<file path="src/rtl/bcp_clause_scanner.sv">
// Boolean-constraint-propagation clause scanner: walks a clause range, evaluates each
// clause against var state, pushes unit implications or flags a conflict. Optional macro: BCP_STATS_EN.
module bcp_clause_scanner #(
  parameter int VAR_BITS    = 6,
  parameter int NUM_VARS    = 64,
  parameter int CLAUSE_BITS = 8,
  parameter int LITS        = 3
) (
  input  logic                     clock,
  input  logic                     reset,
  input  logic                     start,
  input  logic [CLAUSE_BITS-1:0]   start_clause,
  input  logic [CLAUSE_BITS-1:0]   end_clause,
  output logic                     clause_rd_en,
  output logic [CLAUSE_BITS-1:0]   clause_rd_idx,
  input  logic [LITS*VAR_BITS-1:0] clause_vars,
  input  logic [LITS-1:0]          clause_pols,
  input  logic [LITS-1:0]          clause_lit_valid,
  input  logic [NUM_VARS-1:0]      var_assigned,
  input  logic [NUM_VARS-1:0]      var_value,
  input  logic                     full_imply,
  output logic                     push_imply,
  output logic [VAR_BITS-1:0]      var_out_imply,
  output logic                     val_out_imply,
  output logic                     bcp_busy,
  output logic                     conflict,
  output logic [CLAUSE_BITS-1:0]   bcp_clause_idx,
  output logic                     done
`ifdef BCP_STATS_EN
  ,
  output logic [CLAUSE_BITS-1:0]   clauses_scanned,
  output logic [CLAUSE_BITS-1:0]   units_found
`endif
);

  localparam int CNT_W = $clog2(LITS + 1);

  typedef enum logic [2:0] {
    S_IDLE,
    S_FETCH,
    S_EVAL,
    S_PUSH_WAIT,
    S_DONE
  } state_t;

  state_t                 state;
  logic [CLAUSE_BITS-1:0] idx;
  logic [CLAUSE_BITS-1:0] last;
  logic [VAR_BITS-1:0]    hold_var;
  logic                   hold_val;

  logic                   any_true;
  logic [CNT_W-1:0]       n_unassigned;
  logic [VAR_BITS-1:0]    unit_var;
  logic                   unit_val;
  logic                   is_unit;
  logic                   is_conflict;
  logic                   advance;

  // NOTE: every variable gets a default before the loop so no path leaves it
  // unassigned; otherwise synthesis would infer a latch.
  always_comb begin
    any_true     = 1'b0;
    n_unassigned = '0;
    unit_var     = '0;
    unit_val     = 1'b0;
    for (int k = 0; k < LITS; k++) begin
      if (clause_lit_valid[k]) begin
        if (var_assigned[clause_vars[k*VAR_BITS +: VAR_BITS]]) begin
          if (var_value[clause_vars[k*VAR_BITS +: VAR_BITS]] == clause_pols[k])
            any_true = 1'b1;
        end else begin
          n_unassigned = n_unassigned + CNT_W'(1);
          unit_var     = clause_vars[k*VAR_BITS +: VAR_BITS];
          unit_val     = clause_pols[k];
        end
      end
    end
  end

  // An empty clause (no valid slots) falls out as a conflict naturally.
  assign is_conflict = !any_true && (n_unassigned == '0);
  assign is_unit     = !any_true && (n_unassigned == CNT_W'(1));

  // Clause evaluation finished without conflict and without a stall.
  assign advance = ((state == S_EVAL) && !is_conflict && !(is_unit && full_imply)) ||
                   ((state == S_PUSH_WAIT) && !full_imply);

  assign clause_rd_en  = (state == S_FETCH);
  assign clause_rd_idx = idx;
  assign bcp_busy      = (state == S_FETCH) || (state == S_EVAL) || (state == S_PUSH_WAIT);
  assign done          = (state == S_DONE);
  assign push_imply    = ((state == S_EVAL) && is_unit && !full_imply) ||
                         ((state == S_PUSH_WAIT) && !full_imply);
  assign var_out_imply = ((state == S_EVAL) && is_unit) ? unit_var : hold_var;
  assign val_out_imply = ((state == S_EVAL) && is_unit) ? unit_val : hold_val;

  // NOTE: sequential state uses non-blocking assignments so every register
  // samples pre-edge values regardless of statement order.
  always_ff @(posedge clock or posedge reset) begin
    if (reset) begin
      state          <= S_IDLE;
      idx            <= '0;
      last           <= '0;
      hold_var       <= '0;
      hold_val       <= 1'b0;
      conflict       <= 1'b0;
      bcp_clause_idx <= '0;
    end else begin
      case (state)
        S_IDLE: begin
          if (start) begin
            conflict <= 1'b0;
            if (start_clause <= end_clause) begin
              idx   <= start_clause;
              last  <= end_clause;
              state <= S_FETCH;
            end else begin
              state <= S_DONE;
            end
          end
        end
        S_FETCH: state <= S_EVAL;
        S_EVAL: begin
          if (is_unit) begin
            hold_var <= unit_var;
            hold_val <= unit_val;
          end
          if (is_conflict) begin
            conflict       <= 1'b1;
            bcp_clause_idx <= idx;
            state          <= S_DONE;
          end else if (is_unit && full_imply) begin
            state <= S_PUSH_WAIT;
          end
        end
        S_PUSH_WAIT: ;
        S_DONE:  state <= S_IDLE;
        default: state <= S_IDLE;
      endcase

      // Equality against last (not idx+1 > last) keeps an all-ones end from wrapping.
      if (advance) begin
        if (idx == last) begin
          state <= S_DONE;
        end else begin
          idx   <= idx + CLAUSE_BITS'(1);
          state <= S_FETCH;
        end
      end
    end
  end

`ifdef BCP_STATS_EN
  logic eval_complete;
  assign eval_complete = advance || ((state == S_EVAL) && is_conflict);

  always_ff @(posedge clock or posedge reset) begin
    if (reset) begin
      clauses_scanned <= '0;
      units_found     <= '0;
    end else if ((state == S_IDLE) && start) begin
      clauses_scanned <= '0;
      units_found     <= '0;
    end else begin
      if (eval_complete && (clauses_scanned != '1))
        clauses_scanned <= clauses_scanned + CLAUSE_BITS'(1);
      if (push_imply && (units_found != '1))
        units_found <= units_found + CLAUSE_BITS'(1);
    end
  end
`endif

endmodule

</file>
<file path="config.mk">
export PLATFORM = sky130hd
export DESIGN_NAME = bcp_clause_scanner
export DESIGN_NICKNAME = d
export VERILOG_FILES = /design/src/rtl/bcp_clause_scanner.sv
export SDC_FILE = /design/constraint.sdc
export NUM_CORES = 1
export LEC_CHECK = 0
export CAP_MARGIN = 30
export CORE_UTILIZATION = 43
export DETAILED_ROUTE_END_ITERATION = 8
export PLACE_DENSITY = 0.79
export REMOVE_ABC_BUFFERS = 1
export SKIP_CTS_REPAIR_TIMING = 1
export SLEW_MARGIN = 40
export SYNTH_ARGS = -nofsm -noshare
export SYNTH_HDL_FRONTEND = slang
export SYNTH_SLANG_ARGS = --single-unit
</file>
<file path="constraint.sdc">
create_clock -name clock -period 4.5 [get_ports clock]
set_clock_uncertainty 0.2 [all_clocks]
set_input_delay 0.675 -clock clock [delete_from_list [all_inputs] [get_ports clock]]
set_output_delay 0.675 -clock clock [all_outputs]
set_load 0.1 [all_outputs]
</file>
-- Yosys cells after proc, flatten, opt, wreduce, memory -nomap -nowiden
Cells that the tools add are included.
- register bits after elaboration: 35
- bits of input ports: 172
- output and inout bits: 28
- logic and storage cells: 108
- $add $sub $neg: 3
- magnitude comparators: 4
- equality and inequality tests: 14
- muxes and demuxes: 56
- reduce and logical (&&, ||, !) cells: 24
- operator list (cell ; number):
    $mux W6 ; 7
    $mux W8 ; 5
    $bmux W1 S6 ; 6
    $mux W1 ; 26
    $lt A6 B7 Y1 const B ; 3
    $mux W3 ; 6
    $pmux W3 S4 ; 1
    $reduce_and A3 Y1 ; 3
    $add A8 B1 Y8 const B ; 1
    $eq A8 B8 Y1 ; 1
    $le A8 B8 Y1 ; 1
    $logic_and A1 B1 Y1 ; 8
    $mux W2 ; 4
    $eq A3 B2 Y1 const B ; 2
    $ne A2 B2 Y1 const B ; 3
    $add A2 B1 Y2 const B ; 2
    $logic_not A1 Y1 ; 4
    $logic_or A1 B1 Y1 ; 4
    $ne A4 B3 Y1 const B ; 1
    $reduce_and A2 Y1 ; 2
    $eq A1 B1 Y1 ; 3
    $eq A3 B1 Y1 const B ; 1
    $eq A3 B3 Y1 const B ; 1
    $logic_not A3 Y1 ; 1
    5 further kinds ; 5

-- Logic depth before layout (Yosys ltp)
Gate-level depths: netlist of run 1.
- depth in word-level cells: 20
- gate-level depth with buffers: 17
- mapped depth without buffers: 13

-- Worst setup path after synthesis of run 1
Ideal clock, no wire load.
- path kind: input -> output
- start: input clause_vars[1]
- end: output push_imply
- arrival time: 4455 ps
- required time: 3625 ps
- slack: -830 ps
- stages on the path: 13
- buffers on the path: 2
- cells stage by stage: buf_2 -> clkbuf_1 -> clkinv_1 -> mux2i_1 -> a22o_1 -> o211ai_1 -> inv_1 -> ha_1 -> inv_1 -> xnor2_1 -> o22ai_1 -> nand3_1 -> a21oi_1
- cells in the longest elaborated chain, start to end: 17
- elaborated cells between the ends (all ways): 28
- classes of those cells: add/sub: 2; eq/ne: 2; mux: 19; reduce/logical: 5
- RTL lines (element ; RTL line ; source):
    start: declaration ; 16 ; input logic [LITS*VAR_BITS-1:0] clause_vars,
    parallel branches: the longest is 13 deep, another holds $add A2 B1 Y2 ; n/a ;
    $logic_and A1 B1 Y1 (*) ; 83 ; assign is_unit = !any_true && (n_unassigned == CNT_W'(1));
    $logic_and A1 B1 Y1 (*) (2 in a row) ; 93 ; assign push_imply = ((state == S_EVAL) && is_unit && !full_imply) ||
    $logic_or A1 B1 Y1 (*) ; 93 ;
    end: declaration ; 22 ; output logic push_imply,
Mark *: on every way between the ends. The select of a mux whose other input is x is not followed.

-- Final worst setup path of run 1
- start: input clause_vars[8]
- end: output var_out_imply[2]
- cells in the longest elaborated chain, start to end: 13
- elaborated cells between the ends (all ways): 25
- classes of those cells: add/sub: 1; eq/ne: 2; mux: 19; reduce/logical: 3
- RTL lines (element ; RTL line ; source):
    parallel branches: the longest is 12 deep, another holds $add A2 B1 Y2 ; n/a ;
    $mux W6 (*) ; 95 ; assign var_out_imply = ((state == S_EVAL) && is_unit) ? unit_var : hold_var;
    end: declaration ; 23 ; output logic [VAR_BITS-1:0] var_out_imply,
Marks and branches as above.

==> flow_summary.ini, run 1 <==
[status]
status = finished, violations left
violations = negative setup slack

[logic_synthesis]
synth-xor-area-share = 0.01896
synthSimpleGateAreaFrac = 0.1481
yosys-top-cells-count = mux4_2 (62), nand2_1 (51), mux2i_1 (50)
muxShareOfSynthArea = 0.4477
avgSynthCellArea_um2 = 10.34
yosysWarnings = 0
yosys.area.top_type_share = 0.2325
synth_cell_type_count = 70
synth_compound_gate_area_share = 0.1506
synth-async-reset-ratio = 1.000
synth-main-ff-cell = dfrtp_1
synth_edf_count = 0
ys_top_cells_by_area = mux4_2 (23%), dfrtp_1 (15%), mux2i_1 (8.3%)
synth_top_area_cell = mux4_2
synthAdderAreaFrac = 0.02083
synthCells = 581
yosysMostFrequentCell = mux4_2
synth_top_family_by_area = multiplexers
yosysSeqAreaShare = 0.1458
syn-cell-area_um2 = 6006
synth-seq-cells = 35

[cells_and_area]
design_area_um2 = 9522
final_util = 0.7078
finalNonFillerCells = 1051
drive_gt1_frac = 0.3570
nNetsFinal = 1055
area_growth_pct = 58.54

[worst_setup_path]
crit_type = input pin to primary output
worstPathRequired_ps = 3620
cp_max_fo = 8
r2r_end = clause_rd_idx[1]
r2r-start = state[2]
crit_path_end_kind = primary output
critPathLaunchType = input pin
critical_path.startpoint = clause_vars[8]
slowest_stage = nor4_4
cp_common_cell = buf_12
crit_chain = dlymetal6s2s_1, buf_12, mux4_2, a22oi_2, a311oi_4, nor4_4, ha_4, inv_4, xnor2_1, o22ai_1, and3_4, buf_12, mux2_4, buf_12
critPathMaxStageDelay_ps = 430
cp.arrival_ps = 3830
reg2reg_depth = 6
cp-endpoint = var_out_imply[2]
reg2reg_slack_ps = 2260

[timing]
setup_viol = 8
slew_violations = 0
setup_tns_ps = -1357
tightestPinTransition_ps = 775.4
period_share = 1.046
clock.fmax_mhz = 212.4
hold_ws_ps = 300.2
hold_viol_final = 0
worst_slack_ps = -207.9
rsz0062_at_grt = yes
finalCriticalPeriod_ps = 4708
relSlewSlack = 0.4812

[die]
die_w_um = 120.2
io_pins = 200
core-area_um2 = 13450
start_util = 0.4464
die_h_um = 120.2
dieArea_um2 = 14440
rows = 42

[power_and_ir_drop]
seqPwrFrac = 0.182
p_int_mw = 1.588
power_mw = 3.453
ir_worst_vdd_mv = 0.4502
p_sw_frac = 0.5402
power_frac_comb = 0.723
clkPwrFrac = 0.095
powerDensity_nw_per_um2 = 362.6
p_leak_nw = 4.277
p_sw_mw = 1.865

[clock_tree]
tritoncts = built
cts_htree_levels = 2
numCtsBuffers = 5
cts_root_buffer = clkbuf_16
cts.sinks = 35
clockBufferDepth = 2
clkTransAtPathRegs_ps = 60
clkLatencyLatePin_ps = 280

[routing]
wl_per_cell_um = 23.73
vias = 6917
top_layer = met4
firstDrtPassIters = 7
wl_um = 24940
m1WireLength_um = 9028
via_per_inst = 6.581
route.met2.wl_um = 11790
remaining_drc_errors = 0
postRouteAntennaNets = 0
first_iter_violations = 792
wl_met3_um = 2638

[global_routing]
grt-ovfl-total = 0
grt_pass1_wl_um = 36190
grt_max_degree = 26
antenna_found_initial = 1
grt.total_usage = 0.3213
grt_pass1_vias = 6794

[placed_design]
dp.cells = 1027
portBuffers = 199
post-place-ws_ps = -662.2
routabilityCongestion = 0.9780
dpl.hpwl_um = 18850
placed_area_um2 = 8954

[hold_path]
hold_path_class = register to register

[run]
max_cap_viol_count = 0
[cell usage in the layout (no fill, tap or decap), drive strengths merged, types with 3 or more instances in the layout]
cell / count
o22ai: 3
o21ai: 11
and3: 8
mux2: 24
nor4: 3
mux2i: 50
a22oi: 22
clkbuf: 8
ha: 10
clkinv: 4
mux4: 81
o211ai: 9
clkdlybuf4s50: 123
a221oi: 3
inv: 24
o21a: 3
nor2: 33
xnor2: 12
nand2: 51
nor2b: 17
buf: 166
nor3: 8
a211oi: 4
dlymetal6s2s: 43
a22o: 3
a21oi: 19
dfrtp: 35
nand4: 6
nand2b: 14
nand3: 18
a311oi: 8
and2: 7
a221o: 7
[routing by layer]
metal  vias up  track usage
li1       2913            -
met4         0       0.1344
met1      3319       0.4153
met2       551       0.5348
met3       134      0.05047
met5         -            0
[registers in the layout, summed over array words and instances (netlist names)]
signal / count
hold_var: 6
hold_val: 1
clause_rd_idx: 8
last: 8
bcp_clause_idx: 8
conflict: 1
state: 3
[cell type report]
cell class / instances / area (um2)
clock inverters: 3 / 15.01
flip-flops and latches: 35 / 875.8
multi-input cells: 471 / 4851
fillers: 932 / 3931
clock buffers: 5 / 125.1
repair buffers: 335 / 3336
well taps: 176 / 220.2
diodes: 1 / 2.502
inverters: 25 / 96.34
[critical path: cells and delay by family]
family,cells,cell delay [ps]
buf+inv,5,830
simple gates,2,680
mux,2,650
compound gates,3,630
fa+ha+maj,1,280
xor+xnor,1,80
[power groups by stage]
stage	Combinational, mW	Sequential [mW]	Clock, mW
after global placement	2.42	0.616	0
after detailed placement	2.40	0.627	0
after CTS	2.41	0.624	0.332
after global routing	2.59	0.645	0.347
after floorplan	1.08	1.09	0
final	2.50	0.630	0.327
[cells by family after synthesis]
family | Yosys count
and+or+nand+nor | 174
buffers and inverters | 75
DFF | 35
xor gates and xnor gates | 13
AOI/OAI and AO/OA | 119
muxes | 155
adders and majority gates | 10
[how the worst min path moves through the flow]
stage | start | cells past startpoint | end
floorplan | last[0] | 2 | last[0]
global placement | last[0] | 2 | last[0]
detailed placement | bcp_clause_idx[4] | 1 | bcp_clause_idx[4]
CTS | bcp_clause_idx[4] | 1 | bcp_clause_idx[4]
global route | bcp_clause_idx[4] | 1 | bcp_clause_idx[4]
finish | last[0] | 2 | last[0]
No activity file was read; power rests on OpenSTA's default activity.
==> run 2: changes to the inputs <==
Settings changed: SLEW_MARGIN 40 to 20.
==> flow_summary.ini, run 2 (same netlist as run 1, synthesis figures left out) <==
[die]
dieArea_um2 = 14440
die_w_um = 120.2
die_h_um = 120.2
io_pins = 200
core-area_um2 = 13450
rows = 42
start_util = 0.4464

[power_and_ir_drop]
power_mw = 3.585
p_leak_nw = 4.572
powerDensity_nw_per_um2 = 368.3
ir_worst_vdd_mv = 0.4107

[routing]
wl_met3_um = 2806
wl_um = 25510
remaining_drc_errors = 0
first_iter_violations = 820
m1WireLength_um = 9188
vias = 7036
route.met2.wl_um = 11790
postRouteAntennaNets = 0
top_layer = met4
wl_per_cell_um = 24.25
via_per_inst = 6.688
firstDrtPassIters = 5

[run]
max_cap_viol_count = 0

[cells_and_area]
design_area_um2 = 9736
nNetsFinal = 1054
area_growth_pct = 62.10
drive_gt1_frac = 0.3448
final_common_cell = buf_4
layout_common_cells = buf_4 (115), clkdlybuf4s50_1 (108), dlymetal6s2s_1 (77)

[clock_tree]
clkLatencyLatePin_ps = 280
cts_root_buffer = clkbuf_16
cts.sinks = 35
tritoncts = built
clockBufferDepth = 2
clkTransAtPathRegs_ps = 50
numCtsBuffers = 5
cts_htree_levels = 2

[global_routing]
grt_pass1_vias = 6825
grt-ovfl-total = 0
antenna_found_initial = 3
grt_pass1_wl_um = 36560
grt.total_usage = 0.3250
grt_max_degree = 26

[hold_path]
hold_path_class = register to register

[timing]
setup_tns_ps = -905.6
clock.fmax_mhz = 215.2
tightestPinTransition_ps = 1030
finalCriticalPeriod_ps = 4648
slew_violations = 0
rsz0062_at_grt = yes
worst_slack_ps = -147.5
setup_viol = 7
period_share = 1.033
hold_viol_final = 0
relSlewSlack = 0.3111

[placed_design]
portBuffers = 199
placed_area_um2 = 9054
dpl.hpwl_um = 18960
routabilityCongestion = 0.9780

[worst_setup_path]
crit_path_end_kind = primary output
worstPathRequired_ps = 3620
cp.arrival_ps = 3770
cp_max_fo = 6
critPathLaunchType = input pin
crit_type = input pin to primary output

[status]
status = finished, violations left
violations = negative setup slack
[run 2: worst paths after layout]
| kind | start | end | slack, ps | cells after the start |
|---|---|---|---|---|
| setup / recovery | clause_vars[6] | var_out_imply[2] | -150 | 15 |
| hold / removal | bcp_clause_idx[4] | bcp_clause_idx[4] | 300 | 1 |
| setup reg to reg | clause_rd_idx[3] | clause_rd_idx[2] | 2100 | 6 |
| hold reg to reg | bcp_clause_idx[4] | bcp_clause_idx[4] | 300 | 1 |
| max in group asynchronous | reset | clause_rd_idx[1] | 2920 | 3 |
| min in group asynchronous | reset | bcp_clause_idx[1] | 490 | 2 |
[run 2: power by group]
group | total (mW) | switching [mW] | internal, mW
logic | 2.60 | 1.59 | 1.00
registers | 0.631 | 0.169 | 0.462
clock network | 0.359 | 0.123 | 0.236
[run 2: critical path: stages]
cell,delay (ps)
buf_8,80
buf_12,120
buf_8,110
mux4_2,500
a22oi_2,250
a311oi_4,180
nor4_4,440
ha_4,280
inv_4,70
xnor2_2,60
o22ai_2,140
and3_4,230
buf_12,130
mux2_4,330
buf_12,170
[run 2: layout make-up]
cell class | instances | area (um2)
antenna | 3 | 7.507
tap | 176 | 220.2
sequential | 35 | 875.8
clock buffer | 8 | 156.4
timing repair buffer | 334 | 3507
multi-input combinational | 471 | 4872
fill | 915 | 3717
inverter | 25 | 96.34
[run 2: through the flow]
stage               cells  hold WS (ps)    util  worst slack, ps
floorplan             531         266.8       -           -687.4
global placement     1027         287.2  0.6730           -532.2
detailed placement   1027         290.1  0.6730           -661.1
CTS                  1035         302.6  0.6846           -670.4
global route         1052         315.9  0.7237           -198.5
finish               1052         303.0  0.7237           -147.5
[run 2: per-layer routing]
metal	up-vias	global-route usage
met5	-	0
met4	0	0.1328
met3	168	0.06368
met2	563	0.5420
met1	3391	0.4123
li1	2914	-
